**src/rtl/pipe_pkg.sv**
```systemverilog
// pipe_pkg: shared control-bundle layout and instruction field slices for the MIPS pipeline
package pipe_pkg;
   localparam int CTRL_W      = 8;
   localparam int CTRL_WREG   = 0;
   localparam int CTRL_M2REG  = 1;
   localparam int CTRL_WMEM   = 2;
   localparam int CTRL_REGRT  = 3;
   localparam int CTRL_JAL    = 4;
   localparam int CTRL_ALUIMM = 5;
   localparam int CTRL_SHIFT  = 6;
   localparam int CTRL_SEXT   = 7;
   localparam int RS_HI = 25, RS_LO = 21;
   localparam int RT_HI = 20, RT_LO = 16;
   localparam int RD_HI = 15, RD_LO = 11;
   function automatic logic [31:0] sext16(input logic [15:0] v);
      return {{16{v[15]}}, v};
   endfunction
endpackage

```
**src/rtl/fwd_mux.sv**
```systemverilog
// fwd_mux: picks the freshest value of one source register from EX, MEM, WB or the register file
module fwd_mux (
   input  logic [4:0]  rn,
   input  logic [31:0] q,
   input  logic        exs_valid,
   input  logic        exs_wreg,
   input  logic        exs_m2reg,
   input  logic [4:0]  exs_wn,
   input  logic [31:0] exs_alu,
   input  logic        mem_valid,
   input  logic        mem_wreg,
   input  logic        mem_m2reg,
   input  logic [4:0]  mem_wn,
   input  logic [31:0] mem_alu,
   input  logic [31:0] mem_mdata,
   input  logic        wb_we,
   input  logic [4:0]  wb_wn,
   input  logic [31:0] wb_d,
   output logic [31:0] d
);
   logic ex_hit, mem_hit, wb_hit;
   // A load still in EX has no data yet; the stall logic covers that case instead
   assign ex_hit  = exs_valid & exs_wreg & ~exs_m2reg & (exs_wn == rn);
   assign mem_hit = mem_valid & mem_wreg & (mem_wn == rn);
   // The register file writes at the edge, so its read port still shows the old value this cycle
   assign wb_hit  = wb_we & (wb_wn == rn);
   assign d = (rn == 5'd0) ? 32'd0 :
              ex_hit       ? exs_alu :
              mem_hit      ? (mem_m2reg ? mem_mdata : mem_alu) :
              wb_hit       ? wb_d : q;
endmodule

```
**src/rtl/id_operand_stage.sv**
```systemverilog
// id_operand_stage: reads and forwards operands, detects load-use hazards and registers ID/EX
module id_operand_stage
   import pipe_pkg::*;
#(
   parameter int CNT_W = 16
) (
   input  logic              clk,
   input  logic              clrn,
   input  logic              id_valid,
   input  logic [31:0]       id_inst,
   input  logic [31:0]       id_pc4,
   input  logic [CTRL_W-1:0] id_ctrl,
   input  logic              id_use_rs,
   input  logic              id_use_rt,
   input  logic              flush,
   output logic [4:0]        rna,
   output logic [4:0]        rnb,
   input  logic [31:0]       qa,
   input  logic [31:0]       qb,
   input  logic              exs_valid,
   input  logic              exs_wreg,
   input  logic              exs_m2reg,
   input  logic [4:0]        exs_wn,
   input  logic [31:0]       exs_alu,
   input  logic              mem_valid,
   input  logic              mem_wreg,
   input  logic              mem_m2reg,
   input  logic [4:0]        mem_wn,
   input  logic [31:0]       mem_alu,
   input  logic [31:0]       mem_mdata,
   input  logic              wb_we,
   input  logic [4:0]        wb_wn,
   input  logic [31:0]       wb_d,
   output logic              stall,
   output logic              ex_valid,
   output logic [CTRL_W-1:0] ex_ctrl,
   output logic [31:0]       ex_a,
   output logic [31:0]       ex_b,
   output logic [31:0]       ex_imm,
   output logic [4:0]        ex_wn,
   output logic [31:0]       ex_pc4,
   output logic [CNT_W-1:0]  stall_cnt
);
   logic [31:0]       fa, fb;
   logic [4:0]        rd, wn_sel;
   logic [CTRL_W-1:0] ctrl_v;
   logic              bubble, unused;
   assign rna    = id_inst[RS_HI:RS_LO];
   assign rnb    = id_inst[RT_HI:RT_LO];
   assign rd     = id_inst[RD_HI:RD_LO];
   assign unused = ^id_inst[31:26];
   fwd_mux u_fwd_a (
      .rn(rna), .q(qa),
      .exs_valid(exs_valid), .exs_wreg(exs_wreg), .exs_m2reg(exs_m2reg), .exs_wn(exs_wn), .exs_alu(exs_alu),
      .mem_valid(mem_valid), .mem_wreg(mem_wreg), .mem_m2reg(mem_m2reg), .mem_wn(mem_wn),
      .mem_alu(mem_alu), .mem_mdata(mem_mdata),
      .wb_we(wb_we), .wb_wn(wb_wn), .wb_d(wb_d), .d(fa)
   );
   fwd_mux u_fwd_b (
      .rn(rnb), .q(qb),
      .exs_valid(exs_valid), .exs_wreg(exs_wreg), .exs_m2reg(exs_m2reg), .exs_wn(exs_wn), .exs_alu(exs_alu),
      .mem_valid(mem_valid), .mem_wreg(mem_wreg), .mem_m2reg(mem_m2reg), .mem_wn(mem_wn),
      .mem_alu(mem_alu), .mem_mdata(mem_mdata),
      .wb_we(wb_we), .wb_wn(wb_wn), .wb_d(wb_d), .d(fb)
   );
   assign stall = id_valid & exs_valid & exs_wreg & exs_m2reg & (exs_wn != 5'd0) &
                  ((id_use_rs & (exs_wn == rna)) | (id_use_rt & (exs_wn == rnb)));
   assign bubble = flush | stall;
   assign ctrl_v = id_valid ? id_ctrl : '0;
   assign wn_sel = ~ctrl_v[CTRL_WREG] ? 5'd0 :
                   ctrl_v[CTRL_JAL]   ? 5'd31 :
                   ctrl_v[CTRL_REGRT] ? rnb : rd;
   // ID/EX latch: a bubble (all zero) on flush or load-use stall, otherwise capture the ID instruction
   always_ff @(posedge clk or posedge clrn)
      if (clrn) begin
         ex_valid <= 1'b0;
         ex_ctrl  <= '0;
         ex_a     <= '0;
         ex_b     <= '0;
         ex_imm   <= '0;
         ex_wn    <= '0;
         ex_pc4   <= '0;
      end else begin
         ex_valid <= ~bubble & id_valid;
         ex_ctrl  <= bubble ? '0 : ctrl_v;
         ex_a     <= bubble ? '0 : fa;
         ex_b     <= bubble ? '0 : fb;
         ex_imm   <= bubble ? '0 : sext16(id_inst[15:0]);
         ex_wn    <= bubble ? '0 : wn_sel;
         ex_pc4   <= bubble ? '0 : id_pc4;
      end
   // Count load-use stall cycles that were not squashed by a flush, holding at all-ones
   always_ff @(posedge clk or posedge clrn)
      if (clrn)
         stall_cnt <= '0;
      else if (stall & ~flush & ~&stall_cnt)
         stall_cnt <= stall_cnt + 1'b1;
endmodule

```
**config.mk**
```make
export PLATFORM = sky130hd
export DESIGN_NAME = id_operand_stage
export DESIGN_NICKNAME = d
export VERILOG_FILES = /design/src/rtl/pipe_pkg.sv /design/src/rtl/fwd_mux.sv /design/src/rtl/id_operand_stage.sv
export SDC_FILE = /design/constraint.sdc
export NUM_CORES = 1
export LEC_CHECK = 0
export BUFFER_PORTS_ARGS = -buffer_cell sky130_fd_sc_hd__buf_2
export CAP_MARGIN = 20
export CORE_AREA = 2 2 177 179
export CTS_BUF_LIST = sky130_fd_sc_hd__clkbuf_4 sky130_fd_sc_hd__clkbuf_8
export DETAILED_ROUTE_END_ITERATION = 16
export DIE_AREA = 0 0 179 181
export PLACE_DENSITY_LB_ADDON = 0.12
export SLEW_MARGIN = 30
export SYNTH_ARGS = -nofsm -noshare
export SYNTH_HDL_FRONTEND = slang
export SYNTH_SLANG_ARGS = --single-unit
export TNS_END_PERCENT = 50
```
**constraint.sdc**
```tcl
create_clock -name clk -period 7.2 [get_ports clk]
set_input_delay 0.72 -clock clk [delete_from_list [all_inputs] [get_ports clk]]
set_output_delay 0.72 -clock clk [all_outputs]
set_load 0.02 [all_outputs]
```
==> impl_results.md, run 1 <==
- Status: completed
- Total grt overflow: 0
- Die Ht: roughly 180 µm
- Final worst-path cycle share: 0.402
- Leakage power: between 5 and 6 nW
- Post-synth cell types: between 40 and 50
- Largest net degree at the start of global routing: 86
- Global-route wire length before repair: 44800 µm
- Slew Limit Fails: 0
- I/O pin cnt: between 400 and 500
- Fin util: 0.339
- Post-synthesis cell count: between 600 and 700
- VDD IR max: around 91 µV
- Crit path cell chain: buf_2 > or4_4 > o21ai_4 > o21ba_4 > o21a_2 > and3_1
- WHS: between 300 and 400 ps
- Slowest cell on the critical path: o21a_2
- Core Box Area: 0.0303 mm²
- Post-Synthesis Net Count: slightly below 1000
- Final setup violation count: 0
- CTS resizes: 0
- Final Wtd Congestion: 0.806
- Drt first pass iters: 5
- Worst Path Arrival: 3290 ps
- Pwr Density: around 180 mW/mm²
- Number of I/O port buffers: 454
- GR Layer Usage met2: 0.328
- PnR Total Power: approximately 1.8 mW
- Worst skew pair latency: roughly 450 ps
- Most frequent cells in the layout: 453 x buf_2, 142 x dfrtp_1, 64 x mux2i_1, 51 x and2_1, 45 x and3_1
- Hold crit path type: in -> async
- Global-route track usage on met3: 0.0564
- Post-CTS setup buffer count: 0
- Setup crit end kind: flip-flop
- Mapped Area: ~0.0075 mm²
- Placed Area: slightly below 0.01 mm²
- Critical-path maximum fanout: just under 60
- CTS max path bufs: 2
- Post-synth EDFFs: 0
- Via density: roughly 4.6
- Initial Utilization: 0.247
- Met1 Usage GRT: 0.216
- Hold Violations, Final: 0
- Initial DRC count: ~330
- Worst-path clk slew: 100 ps
- CTS tree: built
- Actual transition at the worst max-transition pin: ~980 ps
- Post-DP HPWL: about 22000 µm
- Post-synthesis register bit count: between 100 and 150
- Ys flop type: dfrtp_1
- Routed WL: between 30000 and 40000 µm
- Most crowded layer after global routing: met2
- Antenna viol nets, final: 0
- Crit path time final: 2900 ps
- Residual DRC: 0
- Setup TNS: 0 ps
- Tot GR Track Use: 0.186
- Most common cell after layout, fill and taps aside: buf_2
- Max Clk Rate: between 300 and 400 MHz
- Wire per inst: slightly above 20 µm
- Clock root cell: clkbuf_8
- Die X: 179 µm
- Layout cells sized above 1: 0.481
- CP Class: in -> reg
- CTS sink cnt: 142
- Yosys top cell area share: 0.473
- Syn Area/Cell: about 11 µm²
- Async SR Flop Fraction: 1.00
- Final clock skew: approximately 5.9 ps
- Synth area leaders: dfrtp_1 47%, mux2i_1 8.5%, and2_1 4.2%
- Net count, final: about 1400
- Worst path required time: between 7000 and 8000 ps
- CP Launch Type: input pin
- Unrepaired setup endpoints after global routing: no
- Crit-path max cell delay: between 700 and 800 ps
- Yosys top cell by area: dfrtp_1
- Final instance area: 0.0103 mm²
- Max-Cap Viols: 0
- Hold Buf Count CTS: 0
- TritonCTS Buffers: 17
- Antenna violations before repair: 3
- Fillcell total: 3245
- Vias in the first global route: 7224
- Full die area: 0.0324 mm²
- Sequential element share of the synthesized area: 0.473
- Synth-to-layout area growth: 37.1%
- Number of core rows: between 60 and 70
- DR vias: 6940
- Worst rel slew slack: 0.348
- Ys Warns: 0
- Max H-tree Level: 4
power by group:
group	internal [mW]	total (mW)	switching, mW
logic	0.153	0.377	0.225
registers	0.836	0.847	0.0108
clock network	0.250	0.615	0.365
synth_stat cells (all sizes together) (31+ instances only):
master / count
buf: 55
xnor2: 31
a211oi: 32
and2: 52
nor3: 33
nand2: 37
a21oi: 32
o32ai: 32
mux2: 33
and3: 47
dfrtp: 142
mux2i: 64
final timing paths:
check / startpoint / to / slack [ps] / depth (start not counted)
min in group clk: id_inst[6] / ex_imm[6] / 470 / 2
setup / recovery: exs_wn[1] / ex_a[16] / 4300 / 6
hold reg to reg: stall_cnt[14] / stall_cnt[14] / 490 / 1
hold / removal: clrn / ex_imm[1] / 370 / 2
max in group asynchronous: clrn / ex_ctrl[0] / 5460 / 3
setup reg to reg: stall_cnt[0] / stall_cnt[1] / 4780 / 5
cells by family after synthesis:
kind of cell    Yosys count  synth area share
buf+inv                  88            0.0677
xor+xnor                 45            0.0535
flops                   142             0.473
fa+ha+maj                 1           0.00167
mux                      97             0.135
simple gates            207             0.154
compound gates          115             0.115
per-stage QoR:
| stage | worst slack, ps | std cells |
|---|---|---|
| finish | 4300 | 1507 |
| global route | 4180 | 1506 |
| CTS | 4270 | 1504 |
| detailed placement | 3760 | 1472 |
| global placement | 3740 | 1471 |
| floorplan | 2670 | 695 |
critical path, delay by kind of cell:
family                 cells  cell delay, ps
AND/OR/NAND/NOR            2             850
AO/OA/AOI/OAI              3            1540
buffers and inverters      1             130
layout make-up:
class | instances | area (µm²) | share of cell area
antenna | 3 | 7.51 | 0.000729
clock buffer | 17 | 234 | 0.0227
clock inverter | 15 | 130 | 0.0126
inverter | 6 | 27.5 | 0.00267
multi-input combinational | 465 | 3480 | 0.338
sequential | 142 | 3550 | 0.345
tap | 396 | 495 | 0.0481
timing repair buffer | 463 | 2360 | 0.230
state kept, by name, indices dropped and copies added (netlist names):
register,count
ex_a,32
ex_imm,16
ex_wn,5
ex_pc4,32
ex_b,32
stall_cnt,16
ex_ctrl,8
ex_valid,1
routing by layer:
metal	vias to the layer above	share of wire
met3	19	0.088
met1	3297	0.39
li1	3273	-
met5	-	0
met4	0	0.010
met2	351	0.51
No activity file was read; power rests on OpenSTA's default activity.
==> run 2, diff against run 1 <==
- ABC_AREA: unset -> 1
- CORE_AREA: 2 2 177 179 -> 2 2 181 183
- DIE_AREA: 0 0 179 181 -> 0 0 183 185
- clock period: 7.2 -> 2.8 ns (I/O delays scaled with it)
==> run 2 against run 1 <==
Clock power rose to 3.3 times the previous value. Via count rose by 59%. Synthesized cell count rose by 110%. Area after synthesis rose by 28%. Combinational power rose to 3.6 times the previous value. Sequential share of layout area fell by 7.1 points. Critical path depth rose by 1. Non-clock buffer count rose by 61. First-iteration DRC count rose by 140%. Die area rose by 4.5%. Wire length rose by 36%. Sequential power rose to 2.6 times the previous value. Critical path type is now reg -> reg.
==> impl_results.md, run 2 <==
- Combinational fraction of design power: 0.245 (was 0.205)
- CP Class: reg -> reg (was in -> reg)
- Antenna violations before repair: 11 (was 3)
- Max H-tree Level: 4 (unchanged)
- CTS max path bufs: 2 (unchanged)
- Worst Path Arrival: 2450 ps (was 3290 ps)
- Synth area leaders: dfrtp_1 37%, nand2_1 18%, inv_1 10% (was dfrtp_1 47%, mux2i_1 8.5%, and2_1 4.2%)
- Final worst-path cycle share: 0.750
- Post-synth EDFFs: 0 (unchanged)
- TritonCTS Buffers: 17 (unchanged)
- Ys Warns: 0 (unchanged)
- Total grt overflow: 0 (unchanged)
- Hold crit path type: in -> reg (was in -> async)
- Initial Utilization: 0.300 (was 0.247)
- Crit path time final: roughly 2100 ps
- Critical-path maximum fanout: 14 (was 59)
- Net Switching: 1.95 mW (was 600 µW)
- Count leader, synth: nand2_1 (was dfrtp_1)
- Post-synthesis register bit count: 142 (unchanged)
- Non-filler cells in the finished layout: 2349 (was 1507)
- Largest net degree at the start of global routing: 71 (was 86)
- Internal: 3.64 mW (was 1.24 mW)
- Top flop regs: ex_a x32, ex_b x32, ex_pc4 x32 (unchanged)
- Number of I/O port buffers: 454 (unchanged)
- Async SR Flop Fraction: 1.00 (unchanged)
- Actual transition at the worst max-transition pin: 929 ps (was 978 ps)
- Post-CTS setup buffer count: 0 (unchanged)
- Final Wtd Congestion: 0.881 (was 0.806)
- Worst rel slew slack: 0.379 (was 0.348)
- Worst-path clk slew: 90 ps (was 100 ps)
- Vias in the first global route: 10743 (was 7224)
- Setup TNS: 0 ps (unchanged)
- Antenna viol nets, final: 0 (unchanged)
- Layout cells sized above 1: 0.284 (was 0.481)
- Synth-to-layout area growth: 35.0% (was 37.1%)
- CTS tree: built (unchanged)
- Max-Cap Viols: 0 (unchanged)
- Die X: 183 µm (was 179 µm)
- Fin util: 0.405 (was 0.339)
- Leakage power: 8.03 nW (was 5.19 nW)
- Fillcell total: 3540 (was 3245)
- Switching part of the total power: 0.349 (was 0.326)
- Sequential power share: 0.392 (was 0.460)
- Final clock skew: 7.18 ps (was 5.87 ps)
- Max Clk Rate: roughly 480 MHz
- Status: completed (unchanged)
- Clk pwr share: 0.363 (was 0.334)
- Hold path depth: 3
- Most frequent cells in the layout: 461 x nand2_1, 454 x buf_2, 259 x inv_1, 147 x nor2_1, 142 x dfrtp_1 (was 453 x buf_2, 142 x dfrtp_1, 64 x mux2i_1, 51 x and2_1, 45 x and3_1)
- Die Ht: 185 µm (was 181 µm)
- R2r worst-path depth: 7 (was 5)
- Initial DRC count: 785 (was 325)
- Ys flop type: dfrtp_1 (unchanged)
- VDD IR max: 268 µV (was 91.0 µV)
- Slew Limit Fails: 0 (unchanged)
- Yosys top cell area share: 0.370 (was 0.473)
- Post-DP HPWL: 31000 µm (was 22400 µm)
- Placed instance count: 2270 (was 1472)
- Tot GR Track Use: 0.239 (was 0.186)
- WHS: 32.7 ps (was 365 ps)
- Residual DRC: 0 (unchanged)
- Dpl ws: 421 ps (was 3760 ps)
- Most common cell after layout, fill and taps aside: nand2_1 (was buf_2)
- Syn Area/Cell: 6.44 µm² (was 10.8 µm²)
- Core Box Area: 0.0320 mm² (was 0.0303 mm²)
- I/O pin cnt: 461 (unchanged)
- CP Launch Type: flip-flop (was input pin)
- CTS sink cnt: 142 (unchanged)
- Sequential element share of the synthesized area: 0.370 (was 0.473)
- Net count, final: 2211 (was 1388)
- Routed WL: 41400 µm (was 30400 µm)
- Mapped Area: 0.00961 mm² (was 0.00751 mm²)
- Pwr Density: 431 mW/mm² (was 179 mW/mm²)
- Yosys top cell by area: dfrtp_1 (unchanged)
- Final setup violation count: 0 (unchanged)
- Global-route wire length before repair: 61300 µm (was 44800 µm)
- Post-synthesis cell count: 1492 (was 695)
- Placed Area: 0.0121 mm² (was 0.00992 mm²)
- Wire per inst: 17.6 µm (was 20.1 µm)
- PnR Total Power: 5.59 mW (was 1.84 mW)
- Hold Violations, Final: 0 (unchanged)
- Full die area: 0.0339 mm² (was 0.0324 mm²)
- Via density: 4.70 (was 4.61)
- Worst skew pair latency: 460 ps (was 450 ps)
- Clock root cell: clkbuf_8 (unchanged)
- Setup crit end kind: flip-flop (unchanged)
- Final instance area: 0.0130 mm² (was 0.0103 mm²)
- Post-Synthesis Net Count: 1785 (was 988)
- Number of core rows: 66 (was 64)
- Worst path required time: 3150 ps (was 7590 ps)
- Drt first pass iters: 5 (unchanged)
- DR vias: 11047 (was 6940)
- Post-synth cell types: 31 (was 46)
- Worst Setup Slack, final: 699 ps (was 4300 ps)
- Commonest cells in the netlist: 461 x nand2_1, 260 x inv_1, 151 x nor2_1, 142 x dfrtp_1, 135 x nand4_1 (was 142 x dfrtp_1, 64 x mux2i_1, 51 x and2_1, 47 x and3_1, 37 x nand2_1)
- Unrepaired setup endpoints after global routing: no (unchanged)
run 2: cell type report:
class                           count  area (µm²)  share of cell area
Antenna cell                       10        25.0             0.00193
Sequential cell                   142        3550               0.274
Inverter                          269        1010              0.0781
Multi-Input combinational cell    964        4460               0.344
Clock buffer                       17         234              0.0180
Timing Repair Buffer              524        2940               0.227
Tap cell                          408         510              0.0394
Clock inverter                     15         239              0.0184
run 2: final timing paths:
check | startpoint | to | slack (ps)
max in group asynchronous | clrn | ex_b[4] | 1790
setup reg to reg | stall_cnt[0] | stall_cnt[9] | 700
hold / removal | id_pc4[23] | ex_pc4[23] | 30
min in group asynchronous | clrn | ex_pc4[27] | 330
setup / recovery | stall_cnt[0] | stall_cnt[9] | 700
hold reg to reg | stall_cnt[15] | stall_cnt[15] | 580
run 2: per-layer routing:
metal / share of wire / global-route usage
met1: 0.43 / 0.299
met4: 0.019 / 0.0720
met5: 0.00031 / 0
met3: 0.063 / 0.0411
met2: 0.49 / 0.421
run 2: cell families (layout without fill, tap and decap cells):
kind of cell    Yosys count  in the layout  share of synthesized area
xor+xnor                 22             22                     0.0201
other cells               0             10                          0
buf+inv                 386            825                      0.174
fa+ha+maj                 1              1                    0.00130
flops                   142            142                      0.370
compound gates           53             53                     0.0281
simple gates            888            888                      0.406
run 2: timing repair:
item | 4_1_cts | 5_1_grt
gates resized for setup | 0 | 0
hold buffers | 37 | 0
endpoints found under the hold margin | 45 | 0
run 2: critical path, cell delays in order, from the launching register on:
cell and delay, ps:
dfrtp_1 460, ha_1 270, nand3_1 160, nor2_1 120, nand3_1 120, nand4_1 570, nand2_1 220, nand2_1 70
run 2: power groups by stage:
stage	Sequential, mW	Clock [mW]	Combinational [mW]
CTS	2.19	2.09	1.38
detailed placement	2.23	0	1.33
global route	2.20	2.17	1.51
floorplan	2.37	0	0.597
finish	2.19	2.03	1.37
global placement	2.23	0	1.33
==> run 3, diff against run 2 <==
- clock period: 2.8 -> 2.1 ns (I/O delays scaled with it)
==> run 3 against run 2 <==
Non-clock buffer count up 27. Final area grew 2.0%. Final cell count rose by 1.1%. Critical path depth up 1. Register-to-register slack got worse by 320 ps. Sequential cell count stayed put. Clock-buffer cell count stayed put. Sequential power up 33%. Worst setup slack worse by 320 ps.
==> impl_results.md, run 3 (synthesis results as in run 2) <==
- Residual DRC: 0 (unchanged)
- Final worst-path cycle share: 0.819 (was 0.750)
- CP Class: reg -> reg (unchanged)
- Routed WL: 41500 µm (was 41400 µm)
- I/O pin cnt: 461 (unchanged)
- Slowest cell on the critical path: dfrtp_1 (was nand4_1)
- Max Clk Rate: 581 MHz (was 476 MHz)
- Internal: 4.53 mW (was 3.64 mW)
- Fin util: 0.413 (was 0.405)
- CTS tree: built (unchanged)
- Vias in the first global route: 10856 (was 10743)
- Crit path from: stall_cnt[0] (unchanged)
- Crit-path max cell delay: 360 ps (was 570 ps)
- Final clock skew: 7.07 ps (was 7.18 ps)
- Hold crit path type: in -> reg (unchanged)
- Clk pwr share: 0.327 (was 0.363)
- Most common cell after layout, fill and taps aside: nand2_1 (unchanged)
- Fillcell total: 3496 (was 3540)
- Net count, final: 2238 (was 2211)
- Hold Violations, Final: 0 (unchanged)
- Actual transition at the worst max-transition pin: 512 ps (was 929 ps)
- Final Wtd Congestion: 0.904 (was 0.881)
- TritonCTS Buffers: 17 (unchanged)
- Setup crit end kind: flip-flop (unchanged)
- Sequential power share: 0.408 (was 0.392)
- Tot GR Track Use: 0.241 (was 0.239)
- Placed Area: 0.0123 mm² (was 0.0121 mm²)
- Worst-path clk slew: 90 ps (about the same)
- Worst path required time: 2500 ps (was 3150 ps)
- Antenna violations before repair: 10 (was 11)
- Max H-tree Level: 4 (unchanged)
- Combinational fraction of design power: 0.265 (was 0.245)
- Setup TNS: 0 ps (unchanged)
- Top flop regs: ex_a x32, ex_b x32, ex_pc4 x32 (unchanged)
- Final setup violation count: 0 (unchanged)
- Number of I/O port buffers: 454 (unchanged)
- Pwr Density: 539 mW/mm² (was 431 mW/mm²)
- Post-DP HPWL: 31100 µm (was 31000 µm)
- Worst Path Arrival: 2120 ps (was 2450 ps)
- Max-Cap Viols: 0 (unchanged)
- Clock root cell: clkbuf_8 (unchanged)
- Final instance area: 0.0132 mm² (was 0.0130 mm²)
- HP Start: id_inst[11] (was id_pc4[23])
- Synth-to-layout area growth: 37.7% (was 35.0%)
- Net Switching: 2.60 mW (was 1.95 mW)
- Post-CTS setup buffer count: 0 (unchanged)
- Status: completed (unchanged)
- Via density: 4.69 (was 4.70)
- CP Launch Type: flip-flop (unchanged)
- Die X: 183 µm (unchanged)
- Leakage power: 8.14 nW (was 8.03 nW)
- Largest net degree at the start of global routing: 85 (was 71)
- Initial Utilization: 0.300 (unchanged)
- WHS: 49.9 ps (was 32.7 ps)
- Drt first pass iters: 5 (unchanged)
- VDD IR max: 432 µV (was 268 µV)
- Core Box Area: 0.0320 mm² (unchanged)
- CTS sink cnt: 142 (unchanged)
- Most frequent cells in the layout: 461 x nand2_1, 454 x buf_2, 259 x inv_1, 147 x nor2_1, 142 x dfrtp_1 (unchanged)
- CTS max path bufs: 2 (unchanged)
- Slew Limit Fails: 0 (unchanged)
- Layout cells sized above 1: 0.286 (was 0.284)
- Crit path time final: 1720 ps (was 2100 ps)
- DR vias: 11129 (was 11047)
- Wire per inst: 17.5 µm (was 17.6 µm)
- Critical-path maximum fanout: 14 (unchanged)
- Number of core rows: 66 (unchanged)
- Full die area: 0.0339 mm² (unchanged)
- Crit path cell chain: ha_1 > nand3_1 > nor2_1 > nand3_1 > nand4_1 > buf_4 > nand2_1 > nand2_1 (was ha_1 > nand3_1 > nor2_1 > nand3_1 > nand4_1 > nand2_1 > nand2_1)
- Total grt overflow: 0 (unchanged)
- Initial DRC count: 675 (was 785)
- Global-route wire length before repair: 61800 µm (was 61300 µm)
- Die Ht: 185 µm (unchanged)
- Worst skew pair latency: 460 ps (about the same)
- Antenna viol nets, final: 0 (unchanged)
- Reg-to-Reg Start: stall_cnt[0] (unchanged)
- Cell family with most CP delay: simple AND/OR/NAND/NOR gates (unchanged)
- Worst rel slew slack: 0.659 (was 0.379)
- Unrepaired setup endpoints after global routing: no (unchanged)
- Switching part of the total power: 0.365 (was 0.349)
- Buf+Inv Stages, Crit Path: 1 (was 0)
run 3: cell count changes in the layout (fill, tap and decap cells not counted):
| cell | previous run | this run |
|---|---|---|
| diode_2 | 10 | 9 |
| bufinv_16 | 4 | 1 |
| inv_6 | 4 | 5 |
| buf_4 | 29 | 34 |
| buf_12 | 4 | 11 |
| dlygate4sd3_1 | 37 | 52 |
| clkinv_8 | 1 | 2 |
| clkinvlp_4 | 1 | 5 |
| inv_8 | 6 | 3 |
run 3: final timing paths:
| check | to | slack, ps | cells after the start |
|---|---|---|---|
| worst max-delay path | stall_cnt[9] | 380 | 8 |
| worst min-delay path | ex_imm[11] | 50 | 3 |
| worst max register to register | stall_cnt[9] | 380 | 8 |
| worst min register to register | stall_cnt[15] | 570 | 2 |
| max in group asynchronous | ex_b[7] | 1250 | 4 |
| min in group asynchronous | stall_cnt[12] | 440 | 4 |
run 3: timing repair:
item | in CTS | in global routing
hold buffers | 52 | 0
hold endpoints to repair | 193 | 0
resized for setup | 0 | 0
run 3: final cells by class:
| cell class | instances | area [µm²] | area share |
|---|---|---|---|
| inverters | 269 | 1010 | 0.0766 |
| flip-flops and latches | 142 | 3550 | 0.269 |
| diodes | 9 | 22.5 | 0.00170 |
| clock inverters | 15 | 170 | 0.0129 |
| clock buffers | 17 | 234 | 0.0177 |
| well taps | 408 | 510 | 0.0386 |
| multi-input cells | 964 | 4460 | 0.337 |
| repair buffers | 551 | 3270 | 0.247 |
run 3: worst reg2reg max path, delay by kind of cell (launching register included):
kind / cells / cell delay (ps)
adder cells (fa/ha/maj): 1 / 210
buffers and inverters: 1 / 220
flip-flops: 1 / 360
AND/OR/NAND/NOR: 6 / 870
run 3: power by group through the flow:
| stage | registers, mW | logic [mW] | clock network, mW |
|---|---|---|---|
| after floorplan | 3.16 | 0.797 | 0 |
| final | 2.91 | 1.89 | 2.33 |
| after CTS | 2.91 | 1.90 | 2.41 |
| after detailed placement | 2.97 | 1.82 | 0 |
| after global routing | 2.93 | 2.08 | 2.50 |
| after global placement | 2.97 | 1.81 | 0 |
run 3: per-stage QoR:
| step | cells | worst slack (ps) | total power [mW] |
|---|---|---|---|
| 2_1_floorplan | 1492 | 113 | 3.95 |
| 5_1_grt | 2374 | 207 | 7.50 |
| 3_3_place_gp | 2282 | 209 | 4.78 |
| 3_5_place_dp | 2282 | 196 | 4.79 |
| 4_1_cts | 2366 | 367 | 7.22 |
| 6_report | 2375 | 380 | 7.14 |
run 3: layer usage:
metal  track usage  vias to the layer above  routed length, µm
met4        0.0938                        2               1150
met5             0                        -                 18
li1              -                     5494                  -
met3        0.0407                       52               2930
met1         0.302                     5080              17400
met2         0.415                      501              20000
